===== src/rtl/alu_share_ctrl.sv =====
// Two-requester arbiter in front of one shared combinational ALU: latch winner's operands,
// hold them EXEC_CYCLES cycles, then register the result as a response held until accepted.
// Optional build macro: ALU_ARB_FIXED_PRIO_EN (req0 always wins a tie).
module alu_share_ctrl #(
    parameter int unsigned WIDTH       = 32,
    parameter int unsigned EXEC_CYCLES = 1
) (
    input  logic             clock,
    input  logic             reset,
    input  logic             req0,
    input  logic             req1,
    input  logic [WIDTH-1:0] a0,
    input  logic [WIDTH-1:0] a1,
    input  logic [WIDTH-1:0] b0,
    input  logic [WIDTH-1:0] b1,
    input  logic [3:0]       aluc0,
    input  logic [3:0]       aluc1,
    output logic             gnt0,
    output logic             gnt1,
    output logic [WIDTH-1:0] alu_a,
    output logic [WIDTH-1:0] alu_b,
    output logic [3:0]       alu_aluc,
    input  logic [WIDTH-1:0] alu_s,
    input  logic             alu_z,
    input  logic             alu_pos,
    output logic             rsp_valid,
    input  logic             rsp_ready,
    output logic             rsp_id,
    output logic [WIDTH-1:0] rsp_s,
    output logic             rsp_z,
    output logic             rsp_pos,
    output logic             busy
);

    localparam logic [3:0] CNT_INIT = 4'(EXEC_CYCLES - 1);

    typedef enum logic [1:0] {
        S_IDLE,
        S_EXEC,
        S_RESP
    } state_t;

    state_t           state_q, state_d;
    logic [3:0]       cnt_q, cnt_d;
    logic [WIDTH-1:0] op_a_q, op_a_d;
    logic [WIDTH-1:0] op_b_q, op_b_d;
    logic [3:0]       op_aluc_q, op_aluc_d;
    logic             id_next_q, id_next_d;
    logic             last_q, last_d;
    logic [WIDTH-1:0] rsp_s_q, rsp_s_d;
    logic             rsp_z_q, rsp_z_d;
    logic             rsp_pos_q, rsp_pos_d;
    logic             rsp_id_q, rsp_id_d;
    logic             rsp_valid_q, rsp_valid_d;

    logic             win_valid;
    logic             win_id;

    // Winner selection; only meaningful while idle, grants are masked by state below.
    always_comb begin
        win_valid = req0 | req1;
        win_id    = 1'b0;
        if (req0 && req1) begin
`ifdef ALU_ARB_FIXED_PRIO_EN
            win_id = 1'b0;
`else
            win_id = ~last_q;
`endif
        end else begin
            win_id = req1;
        end
    end

    always_comb begin
        gnt0 = 1'b0;
        gnt1 = 1'b0;
        if (state_q == S_IDLE && win_valid) begin
            gnt0 = ~win_id;
            gnt1 = win_id;
        end
    end

    always_comb begin
        state_d     = state_q;
        cnt_d       = cnt_q;
        op_a_d      = op_a_q;
        op_b_d      = op_b_q;
        op_aluc_d   = op_aluc_q;
        id_next_d   = id_next_q;
        last_d      = last_q;
        rsp_s_d     = rsp_s_q;
        rsp_z_d     = rsp_z_q;
        rsp_pos_d   = rsp_pos_q;
        rsp_id_d    = rsp_id_q;
        rsp_valid_d = rsp_valid_q;

        case (state_q)
            S_IDLE: begin
                if (win_valid) begin
                    op_a_d    = win_id ? a1 : a0;
                    op_b_d    = win_id ? b1 : b0;
                    op_aluc_d = win_id ? aluc1 : aluc0;
                    id_next_d = win_id;
                    last_d    = win_id;
                    cnt_d     = CNT_INIT;
                    state_d   = S_EXEC;
                end
            end
            S_EXEC: begin
                if (cnt_q != 4'd0) begin
                    cnt_d = cnt_q - 4'd1;
                end else begin
                    rsp_s_d     = alu_s;
                    rsp_z_d     = alu_z;
                    rsp_pos_d   = alu_pos;
                    rsp_id_d    = id_next_q;
                    rsp_valid_d = 1'b1;
                    state_d     = S_RESP;
                end
            end
            S_RESP: begin
                if (rsp_ready) begin
                    rsp_valid_d = 1'b0;
                    state_d     = S_IDLE;
                end
            end
            default: begin
                state_d = S_IDLE;
            end
        endcase
    end

    always_ff @(posedge clock) begin
        if (reset) begin
            state_q     <= S_IDLE;
            cnt_q       <= '0;
            op_a_q      <= '0;
            op_b_q      <= '0;
            op_aluc_q   <= '0;
            id_next_q   <= 1'b0;
            last_q      <= 1'b1;
            rsp_s_q     <= '0;
            rsp_z_q     <= 1'b0;
            rsp_pos_q   <= 1'b0;
            rsp_id_q    <= 1'b0;
            rsp_valid_q <= 1'b0;
        end else begin
            state_q     <= state_d;
            cnt_q       <= cnt_d;
            op_a_q      <= op_a_d;
            op_b_q      <= op_b_d;
            op_aluc_q   <= op_aluc_d;
            id_next_q   <= id_next_d;
            last_q      <= last_d;
            rsp_s_q     <= rsp_s_d;
            rsp_z_q     <= rsp_z_d;
            rsp_pos_q   <= rsp_pos_d;
            rsp_id_q    <= rsp_id_d;
            rsp_valid_q <= rsp_valid_d;
        end
    end

    // ALU inputs come straight from the op registers so they never toggle outside a grant.
    assign alu_a     = op_a_q;
    assign alu_b     = op_b_q;
    assign alu_aluc  = op_aluc_q;
    assign rsp_s     = rsp_s_q;
    assign rsp_z     = rsp_z_q;
    assign rsp_pos   = rsp_pos_q;
    assign rsp_id    = rsp_id_q;
    assign rsp_valid = rsp_valid_q;
    assign busy      = (state_q != S_IDLE);

endmodule

===== config.mk =====
export PLATFORM = sky130hd
export DESIGN_NAME = alu_share_ctrl
export DESIGN_NICKNAME = d
export VERILOG_FILES = /design/src/rtl/alu_share_ctrl.sv
export SDC_FILE = /design/constraint.sdc
export NUM_CORES = 1
export LEC_CHECK = 0
export CAP_MARGIN = 30
export CORE_MARGIN = 10
export CORE_UTILIZATION = 40
export DETAILED_ROUTE_END_ITERATION = 12
export PLACE_DENSITY = 0.85
export RECOVER_POWER = 50
export SLEW_MARGIN = 20
export SYNTH_ARGS = -nofsm -noshare
export SYNTH_HDL_FRONTEND = slang
export SYNTH_SLANG_ARGS = --single-unit
export TNS_END_PERCENT = 100

===== constraint.sdc =====
create_clock -name clock -period 3.5 [get_ports clock]
set_clock_uncertainty 0.1 [all_clocks]
set_input_delay 0.7 -clock clock [delete_from_list [all_inputs] [get_ports clock]]
set_output_delay 0.7 -clock clock [all_outputs]
set_load 0.02 [all_outputs]

Word-level counts from Yosys, hierarchy flattened --
Index checks and enable logic that the tools add are counted.
Cells by class: add/subtract/negate cells 1, eq/ne operators 6, bitwise gates (word level) 4, reductions and logical operators 12, mux-type cells 16
Operators with widths (number):
- two-way mux 32 bit | 2
- two-way mux 4 bit | 3
- AND reduction 3 bit | 3
- inequality test 2 bit, second input constant | 4
- one-hot mux 4 bit (2 select lines) | 1
- two-way mux 2 bit | 3
- one-hot mux 2 bit (3 select lines) | 1
- nonzero test 2 bit | 3
- two-way mux 1 bit | 5
- AND reduction 2 bit | 2
- nonzero test 4 bit | 1
- subtractor 4 x 1 -> 4 bit, second input constant | 1
- inverter 1 bit | 3
- equality test 2 x 1 -> 1 bit, second input constant | 1
- equality test 2 bit, second input constant | 1
- logical AND 1 bit | 2
- zero test 2 bit | 1
- one-hot mux 1 bit (2 select lines) | 1
- OR 1 bit | 1
Word-level totals: input port bits 175, logic and storage cells 51, flip-flop bits (word level) 112, output and inout port bits 107

Longest topological paths before layout --
Gate-level depths: netlist of the first run.
depth after elaboration 4, gate-level depth with buffers 7, depth with buffers taken out 5

Worst setup path before layout of the first run --
OpenSTA, ideal clock, no wires.
path type input port to output port, start in req0, end out gnt0, buffers on the path 2, arrival 1.534 ns, required time 2.700 ns, slack 1.166 ns, stages 4, path through nor3b_2 buf_2 buf_4 and2_1
Between the ends: longest elaborated chain between the ends 4, elaborated cells between the ends (all ways) 6, those cells by class mux (2); bitwise (2); reduce/logical (2)
RTL lines:
- from (decl) | line 10 | input logic req0,
- logical AND 1 bit | line 63 | if (req0 && req1) begin
- two-way mux 1 bit | line 63
- inverter 1 bit | line 78 | gnt0 = ~win_id;
- two-way mux 1 bit (*) | line 77 | if (state_q == S_IDLE && win_valid) begin
- to (decl) | line 18 | output logic gnt0,
Every way passes the cells marked *; elsewhere a longest branch is shown, timed or not.

Worst setup path after layout of the first run --
Ends and elaborated chain as after synthesis.

==> results of run 1 <==
-- per-stage QoR --
step                      cell area (µm²)  worst slack, ns  power (W)
final                                7830            0.286    0.00353
after global routing                 7830            0.186    0.00368
after CTS                            7840            0.347    0.00360
after detailed placement             7550            0.361    0.00257
after global placement               7550            0.362    0.00255
after floorplan                      4720             1.17    0.00200
-- registers in the layout, summed over array words and instances (netlist names) --
signal     count
alu_a         32
rsp_valid      1
rsp_z          1
id_next_q      1
alu_b         32
rsp_id         1
state_q        2
rsp_s         32
rsp_pos        1
last_q         1
alu_aluc       4
cnt_q          4
-- cell usage in the layout, fill, tap and decap left out, types with 2 or more instances in the layout --
master           synthesis  final
a21oi_1                 41     40
a221o_1                 37     37
a31oi_1                 31     31
and4_1                  37     37
buf_4                    6     11
clkbuf_1                39      3
clkbuf_16                0      9
clkdlybuf4s50_1          0    194
clkinvlp_4               0      2
dfxtp_1                112    112
dlygate4sd3_1            0     86
ha_1                     2      2
inv_1                    4      4
nand2_1                  5      5
nand3_1                 97     97
nor2_1                   3      2
nor2_2                   1      2
nor3b_1                  1      2
nor3b_4                  0      2
o21ai_0                 64     64
o21ai_1                  5      5
or3_1                    2      2
or4_1                    2      2
-- kinds of logic after synthesis --
group	count (synthesis)	synth area share
compound gates	184	0.246
simple gates	161	0.209
flops	112	0.475
buf+inv	67	0.0651
fa+ha+maj	2	0.00530
-- routing by layer --
metal | track usage | vias to the layer above | part of all wire
met3 | 0.0686 | 35 | 0.091
met1 | 0.253 | 2598 | 0.38
li1 | - | 2499 | -
met2 | 0.382 | 265 | 0.51
met4 | 0.0997 | 0 | 0.026
met5 | 0 | - | 0
-- cell type report --
class / count / area (µm²) / area share
clock buffer: 10 / 229 / 0.0293
tap: 143 / 179 / 0.0229
timing repair buffer: 294 / 2900 / 0.370
inverter: 5 / 18.8 / 0.00240
multi-input combinational: 347 / 2200 / 0.281
sequential: 112 / 2240 / 0.286
clock inverter: 5 / 58.8 / 0.00751
-- Yosys cell counts (all sizes together) (4+ instances only) --
master / n
nor3b: 4
inv: 5
a31oi: 31
a21oi: 41
clkbuf: 39
o21ai: 69
buf: 23
a221o: 37
nor2: 4
and4: 37
nand3: 97
dfxtp: 112
nand2: 5
-- critical path: cells and delay by family --
kind                   cells  cell delay [ns]
buffers and inverters      2             1.34
AND/OR/NAND/NOR            2             0.36
-- power groups by stage --
stage               sequential (W)  combinational [W]  clock [W]
floorplan                  0.00166           0.000337          0
global placement           0.00150            0.00104          0
detailed placement         0.00151            0.00106          0
CTS                        0.00148            0.00107    0.00105
global route               0.00150            0.00109    0.00109
finish                     0.00148            0.00103    0.00102
-- worst paths after layout --
path                                from                     end  slack (ns)  cells after the start
setup reg to reg   cnt_q[0]$_SDFFE_PP0P_  rsp_s[21]$_SDFFE_PP0P_        0.52                      6
setup / recovery                    req0                    gnt0        0.29                      4
hold / removal    id_next_q$_SDFFE_PP0P_  id_next_q$_SDFFE_PP0P_        0.36                      1
hold reg to reg   id_next_q$_SDFFE_PP0P_  id_next_q$_SDFFE_PP0P_        0.36                      1
==> run metrics, run 1 <==
Main synth FF type=dfxtp_1; RePlAce Congestion=0.804; total of max-cap violations=1; fin cells=916; H-tree levels=3; CTS tree=yes; Antenna Cells=0; Power Dens Cells=451 nW/µm²; die area=16,600 µm²; Finished Core Util=0.680; clock buffer count from CTS=9; Placed Cells=900; clock latency at the later pin of the worst-skew pair=0.35 ns; Syn Area/Cell=8.98 µm²; syn_nets=703; RSZ-0062 raised after global routing=no; critical path capture point type=output pin; Clock Pin Slew Worst Setup and Hold Paths=0.07 ns; number of top-level pins=282; total negative slack=0 ns; Routed wire per std cell=21.5 µm; postcts setup bufs=0; CP Cell Sequence=dlygate4sd3_1, nor3b_4, and2_1, clkdlybuf4s50_1; Yosys warning total=0; CP max FO=6; DRT iter0 DRCs=496; CP required=2.70 ns; min cycle time layout=3.21 ns; Hold Path Class=flip-flop to flip-flop; Tot GR Track Use=0.224; Setup violations, final=0; P_sw=0.00108 W; startpoint types=input pin; grt ovf=0; Die Width=129 µm; Flop pwr share=0.420; Leak=3.02 nW; Final nets=946; internal power=0.00245 W; hold slack=0.357 ns; Setup CP Type=input pin to output pin; mapped cell area=4720 µm²; Post-DRT Antenna Nets=0; DRC Markers=0; Detailed Place HPWL=14.2 mm; Max Slew Vio Count=37; Clock Power Share=0.290; Port Buffers=281; Area contributors post-synth=dfxtp_1 47%, nand3_1 10%, a221o_1 7.8%; largest net degree at the start of global routing=73; worst vdd ir=0.000256 V; CTS Sinks=112; Yosys cell types=37; Core ar.=11,500 µm²; first-pass GRT wire length=29.7 mm; Initial Util=0.410; combinational share of power=0.291; total routed wirelength=19.7 mm; initial antenna violation count=0; Post-synth EDFFs=0; DR pass1 iterations=6; vias in the first global route=5,355; sequential area share after synthesis=0.475; Hold Fails Final Rpt=0; failing checks=max-capacitance violations, max-slew violations; Die Y=129 µm; ys async rst share=0; Tcrit/Tclk final=0.918; Gate Count Post-Synth=526; share of post-route cells with drive strength above 1=0.0479; cts repair resizes=0; Layout Area Growth over Synthesis=65.7%; top-area cell type share of the netlist area=0.475; Max Clk Rate=311 MHz; Via-to-Cell Ratio=5.89; Yosys top cell by area=dfxtp_1; vias post-DR=5,397; Net Sw Frac=0.305; CP max stage delay=0.69 ns; Slew HR=-0.0433; hold-fix buffers at CTS=0; Fillers=929; Rows=39; clock buffer depth=2; outcome=finished with violations; CP arrival=2.41 ns; synthesized flop and latch total=112; slowest stage cell, crit path=clkdlybuf4s50_1; Root Buffer Master=clkbuf_16; Slew @ Worst Pin=1.56 ns
(Power assumes the default switching activity.)
==> inputs of run 2 (changes only) <==
- clock period: 3.5 -> 4.2 ns (I/O delays scaled with it)
==> run metrics, run 2 (synthesized netlist as in run 1, its figures left out) <==
Clock Pin Slew Worst Setup and Hold Paths=0.07 ns (about the same); reg2reg start=cnt_q[0]$_SDFFE_PP0P_ (unchanged); startpoint types=input pin (unchanged); Hold Fails Final Rpt=0 (unchanged); failing checks=max-capacitance violations, max-slew violations (unchanged); Multi-input gate area=2200 µm² (unchanged); CTS Sinks=112 (unchanged); Hold Path Class=flip-flop to flip-flop (unchanged); Final nets=946 (unchanged); CTS tree=yes (unchanged); Die Y=129 µm (unchanged); Core ar.=11,500 µm² (unchanged); worst vdd ir=0.000188 V (was 0.000256 V); DRC Markers=0 (unchanged); total of max-cap violations=1 (unchanged); CP arrival=2.57 ns (was 2.41 ns); total negative slack=0 ns (unchanged); vias in the first global route=5,145 (was 5,355); total routed wirelength=18.8 mm (was 19.7 mm); number of top-level pins=282 (unchanged); first-pass GRT wire length=28.2 mm (was 29.7 mm); vias post-DR=5,306 (was 5,397); Max Clk Rate=285 MHz; cts repair resizes=0 (unchanged); Sequential Area=2240 µm² (unchanged); H-tree levels=3 (unchanged); Placed Cells=900 (unchanged); Via-to-Cell Ratio=5.79 (was 5.89); Finished Core Util=0.682 (was 0.680); clock buffer depth=2 (unchanged); Setup CP Type=input pin to output pin (unchanged); share of post-route cells with drive strength above 1=0.0478 (was 0.0479); Post-DRT Antenna Nets=0 (unchanged); critical path capture point type=output pin (unchanged); RePlAce Congestion=0.819 (was 0.804); CP required=3.26 ns (was 2.70 ns); initial antenna violation count=0 (unchanged); Die Width=129 µm (unchanged); Root Buffer Master=clkbuf_16 (unchanged); fin cells=917 (was 916); RSZ-0062 raised after global routing=no (unchanged); Max Slew Vio Count=16 (was 37); Layout Area Growth over Synthesis=66.2% (was 65.7%); Port Buffers=281 (unchanged); Routed wire per std cell=20.5 µm (was 21.5 µm); Detailed Place HPWL=13.8 mm (was 14.2 mm); Tot GR Track Use=0.211 (was 0.224); DRT iter0 DRCs=421 (was 496); grt ovf=0 (unchanged); Power Total=0.00291 W (was 0.00353 W); postcts setup bufs=0 (unchanged); largest net degree at the start of global routing=73 (unchanged); Fillers=925 (was 929); most frequent cells in the layout=213 x clkdlybuf4s50_1, 112 x dfxtp_1, 97 x nand3_1, 67 x dlygate4sd3_1, 64 x o21ai_0 (was 194 x clkdlybuf4s50_1, 112 x dfxtp_1, 97 x nand3_1, 86 x dlygate4sd3_1, 64 x o21ai_0); hold_sp=id_next_q$_SDFFE_PP0P_ (unchanged); Slew @ Worst Pin=1.66 ns (was 1.56 ns); min cycle time layout=3.51 ns; Leak=2.98 nW (was 3.02 nW); die area=16,600 µm² (unchanged); Initial Util=0.410 (unchanged); hold-fix buffers at CTS=0 (unchanged); most common cell after layout, fill and taps aside=clkdlybuf4s50_1 (unchanged); DR pass1 iterations=5 (was 6); Slew HR=-0.107 (was -0.0433); Tcrit/Tclk final=0.835; outcome=finished with violations (unchanged); Antenna Cells=0 (unchanged); clock buffer count from CTS=9 (unchanged); Power Dens Cells=371 nW/µm² (was 451 nW/µm²); Rows=39 (unchanged); CP max FO=6 (unchanged); Setup violations, final=0 (unchanged); CP startpoint=req0 (unchanged); clock latency at the later pin of the worst-skew pair=0.33 ns (was 0.35 ns)
run 2: path summary, 6_finish.rpt:
check / end / slack (ns) / depth (start not counted)
worst max-delay path: gnt0 / 0.69 / 4
worst min register to register: id_next_q$_SDFFE_PP0P_ / 0.36 / 1
worst max register to register: rsp_s[29]$_SDFFE_PP0P_ / 0.76 / 6
worst min-delay path: id_next_q$_SDFFE_PP0P_ / 0.36 / 1
run 2: layout make-up:
cell class                      instances  share of cell area
Clock buffer                           11              0.0309
Multi-Input combinational cell        347               0.280
Tap cell                              143              0.0228
Inverter                                5             0.00239
Sequential cell                       112               0.286
Timing Repair Buffer                  294               0.373
Clock inverter                          5             0.00510
run 2: metrics by stage:
step	cell area (µm²)	worst slack [ns]	hold slack, ns
CTS	7860	0.743	0.360
global placement	7530	0.788	0.336
global route	7850	0.482	0.375
detailed placement	7580	0.766	0.344
finish	7850	0.691	0.358
floorplan	4720	1.59	0.326
run 2: layer usage:
| metal | part of all wire | vias to the layer above | global-route usage |
|---|---|---|---|
| met2 | 0.50 | 272 | 0.356 |
| met4 | 0.023 | 0 | 0.0849 |
| met5 | 0 | - | 0 |
| met1 | 0.38 | 2507 | 0.242 |
| met3 | 0.10 | 27 | 0.0678 |
| li1 | - | 2500 | - |
run 2: worst max-delay path, cell delays in order:
cell	delay, ns
dlygate4sd3_1	0.66
nor3b_4	0.23
and2_1	0.16
clkdlybuf4s50_1	0.68
run 2: report_power, final:
| part | total, W | internal (W) | switching, W | leakage [nW] |
|---|---|---|---|---|
| clock network | 0.000817 | 0.000425 | 0.000392 | 0.140 |
| registers | 0.00123 | 0.00117 | 0.0000596 | 0.920 |
| logic | 0.000859 | 0.000419 | 0.000440 | 1.92 |
| total | 0.00291 | 0.00202 | 0.000891 | 2.98 |
==> inputs of run 3 (changes only) <==
- CORE_UTILIZATION: 40 -> 34
- PLACE_DENSITY: 0.85 -> 0.77
- clock period: 4.2 -> 2.9 ns (I/O delays scaled with it)
==> run metrics, run 3 (synthesized netlist as in run 1, its figures left out) <==
Tcrit/Tclk final=0.949; DRC Markers=0 (unchanged); CP arrival=2.07 ns (was 2.57 ns); Setup violations, final=0 (unchanged); total routed wirelength=19.5 mm (was 18.8 mm); Final nets=947 (was 946); clock latency at the later pin of the worst-skew pair=0.36 ns (was 0.33 ns); Slew @ Worst Pin=1.28 ns (was 1.66 ns); Leak=3.09 nW (was 2.98 nW); Core ar.=13,800 µm² (was 11,500 µm²); setup ws final=0.147 ns (was 0.691 ns); CP Cell Sequence=clkdlybuf4s50_1, nor3b_4, and2_1, clkdlybuf4s50_1 (was dlygate4sd3_1, nor3b_4, and2_1, clkdlybuf4s50_1); clock buffer count from CTS=9 (unchanged); Die Width=138 µm (was 129 µm); total negative slack=0 ns (unchanged); Place WS=0.157 ns (was 0.766 ns); H-tree levels=3 (unchanged); CP max FO=2 (was 6); Max Slew Vio Count=0 (was 16); Tot GR Track Use=0.194 (was 0.211); CP max stage delay=0.64 ns (was 0.68 ns); outcome=finished clean (was finished with violations); CTS Sinks=112 (unchanged); Hold Fails Final Rpt=0 (unchanged); most common cell after layout, fill and taps aside=clkdlybuf4s50_1 (unchanged); Slew HR=0.147 (was -0.107); Clock Pin Slew Worst Setup and Hold Paths=0.08 ns (was 0.07 ns); Via-to-Cell Ratio=5.52 (was 5.79); Power Dens Cells=544 nW/µm² (was 371 nW/µm²); worst vdd ir=0.000351 V (was 0.000188 V); Setup CP Type=input pin to output pin (unchanged); share of post-route cells with drive strength above 1=0.0516 (was 0.0478); Hold Path Class=flip-flop to flip-flop (unchanged); DR pass1 iterations=6 (was 5); Post-DRT Antenna Nets=0 (unchanged); CP required=2.22 ns (was 3.26 ns); RePlAce Congestion=0.870 (was 0.819); Layout Area Growth over Synthesis=67.3% (was 66.2%); slowest stage cell, crit path=clkdlybuf4s50_1 (unchanged); vias in the first global route=5,309 (was 5,145); grt ovf=0 (unchanged); Root Buffer Master=clkbuf_16 (unchanged); RSZ-0062 raised after global routing=no (unchanged); most frequent cells in the layout=182 x clkdlybuf4s50_1, 112 x dfxtp_1, 98 x dlygate4sd3_1, 97 x nand3_1, 64 x o21ai_0 (was 213 x clkdlybuf4s50_1, 112 x dfxtp_1, 97 x nand3_1, 67 x dlygate4sd3_1, 64 x o21ai_0); Die Y=138 µm (was 129 µm); vias post-DR=5,267 (was 5,306); DRT iter0 DRCs=318 (was 421); clock buffer depth=2 (unchanged); Port Buffers=281 (unchanged); number of top-level pins=282 (unchanged); fin cells=955 (was 917); most used cell, CP=clkdlybuf4s50_1; min cycle time layout=2.75 ns; first-pass GRT wire length=29.3 mm (was 28.2 mm); Placed Cells=939 (was 900); CTS tree=yes (unchanged); total of max-cap violations=0 (was 1); initial antenna violation count=0 (unchanged); Initial Util=0.343 (was 0.410); startpoint types=input pin (unchanged); die area=19,000 µm² (was 16,600 µm²); largest net degree at the start of global routing=73 (unchanged); Detailed Place HPWL=14.2 mm (was 13.8 mm); hold-fix buffers at CTS=0 (unchanged); postcts setup bufs=0 (unchanged); critical path capture point type=output pin (unchanged); Max Clk Rate=363 MHz; Rows=43 (was 39); Antenna Cells=0 (unchanged); cts repair resizes=0 (unchanged); Routed wire per std cell=20.4 µm (was 20.5 µm)
[run 3: final timing paths]
kind                           startpoint                endpoint  slack, ns  depth (start not counted)
setup reg to reg  state_q[1]$_SDFFE_PP0P_   alu_b[1]$_SDFFE_PP0P_       0.48                          4
hold / removal     id_next_q$_SDFFE_PP0P_  id_next_q$_SDFFE_PP0P_       0.36                          1
hold reg to reg    id_next_q$_SDFFE_PP0P_  id_next_q$_SDFFE_PP0P_       0.36                          1
setup / recovery                     req0                    gnt0       0.15                          4
[run 3: final cells by class]
| class | instances | area (µm²) |
|---|---|---|
| fillers | 1245 | 5870 |
| flip-flops and latches | 112 | 2240 |
| multi-input cells | 347 | 2190 |
| clock inverters | 5 | 62.6 |
| repair buffers | 295 | 2920 |
| clock buffers | 11 | 243 |
| well taps | 180 | 225 |
| inverters | 5 | 18.8 |
[run 3: per-stage QoR]
stage	hold slack, ns	util	total power (W)	cell area, µm²
after CTS	0.361	0.576	0.00441	7930
after global routing	0.375	0.574	0.00450	7910
after detailed placement	0.343	0.554	0.00311	7620
after global placement	0.347	0.554	0.00308	7620
after floorplan	0.326	-	0.00241	4720
final	0.362	0.574	0.00430	7910
[run 3: layer usage]
layer  GRT usage  vias up  wire length (µm)
met2       0.332      226              9580
met4      0.0643        0               419
li1            -     2499                 -
met1       0.221     2514              7760
met5           0        -                 0
met3      0.0652       28              1700
[run 3: report_power, final]
| group | switching (W) | internal (W) |
|---|---|---|
| Clock | 0.000592 | 0.000703 |
| Sequential | 0.0000850 | 0.00170 |
| Combinational | 0.000636 | 0.000589 |
| Total | 0.00131 | 0.00299 |
[run 3: critical path, delay by kind of cell]
kind	cells	cell delay, ns
and+or+nand+nor	2	0.36
buffers and inverters	2	1.14
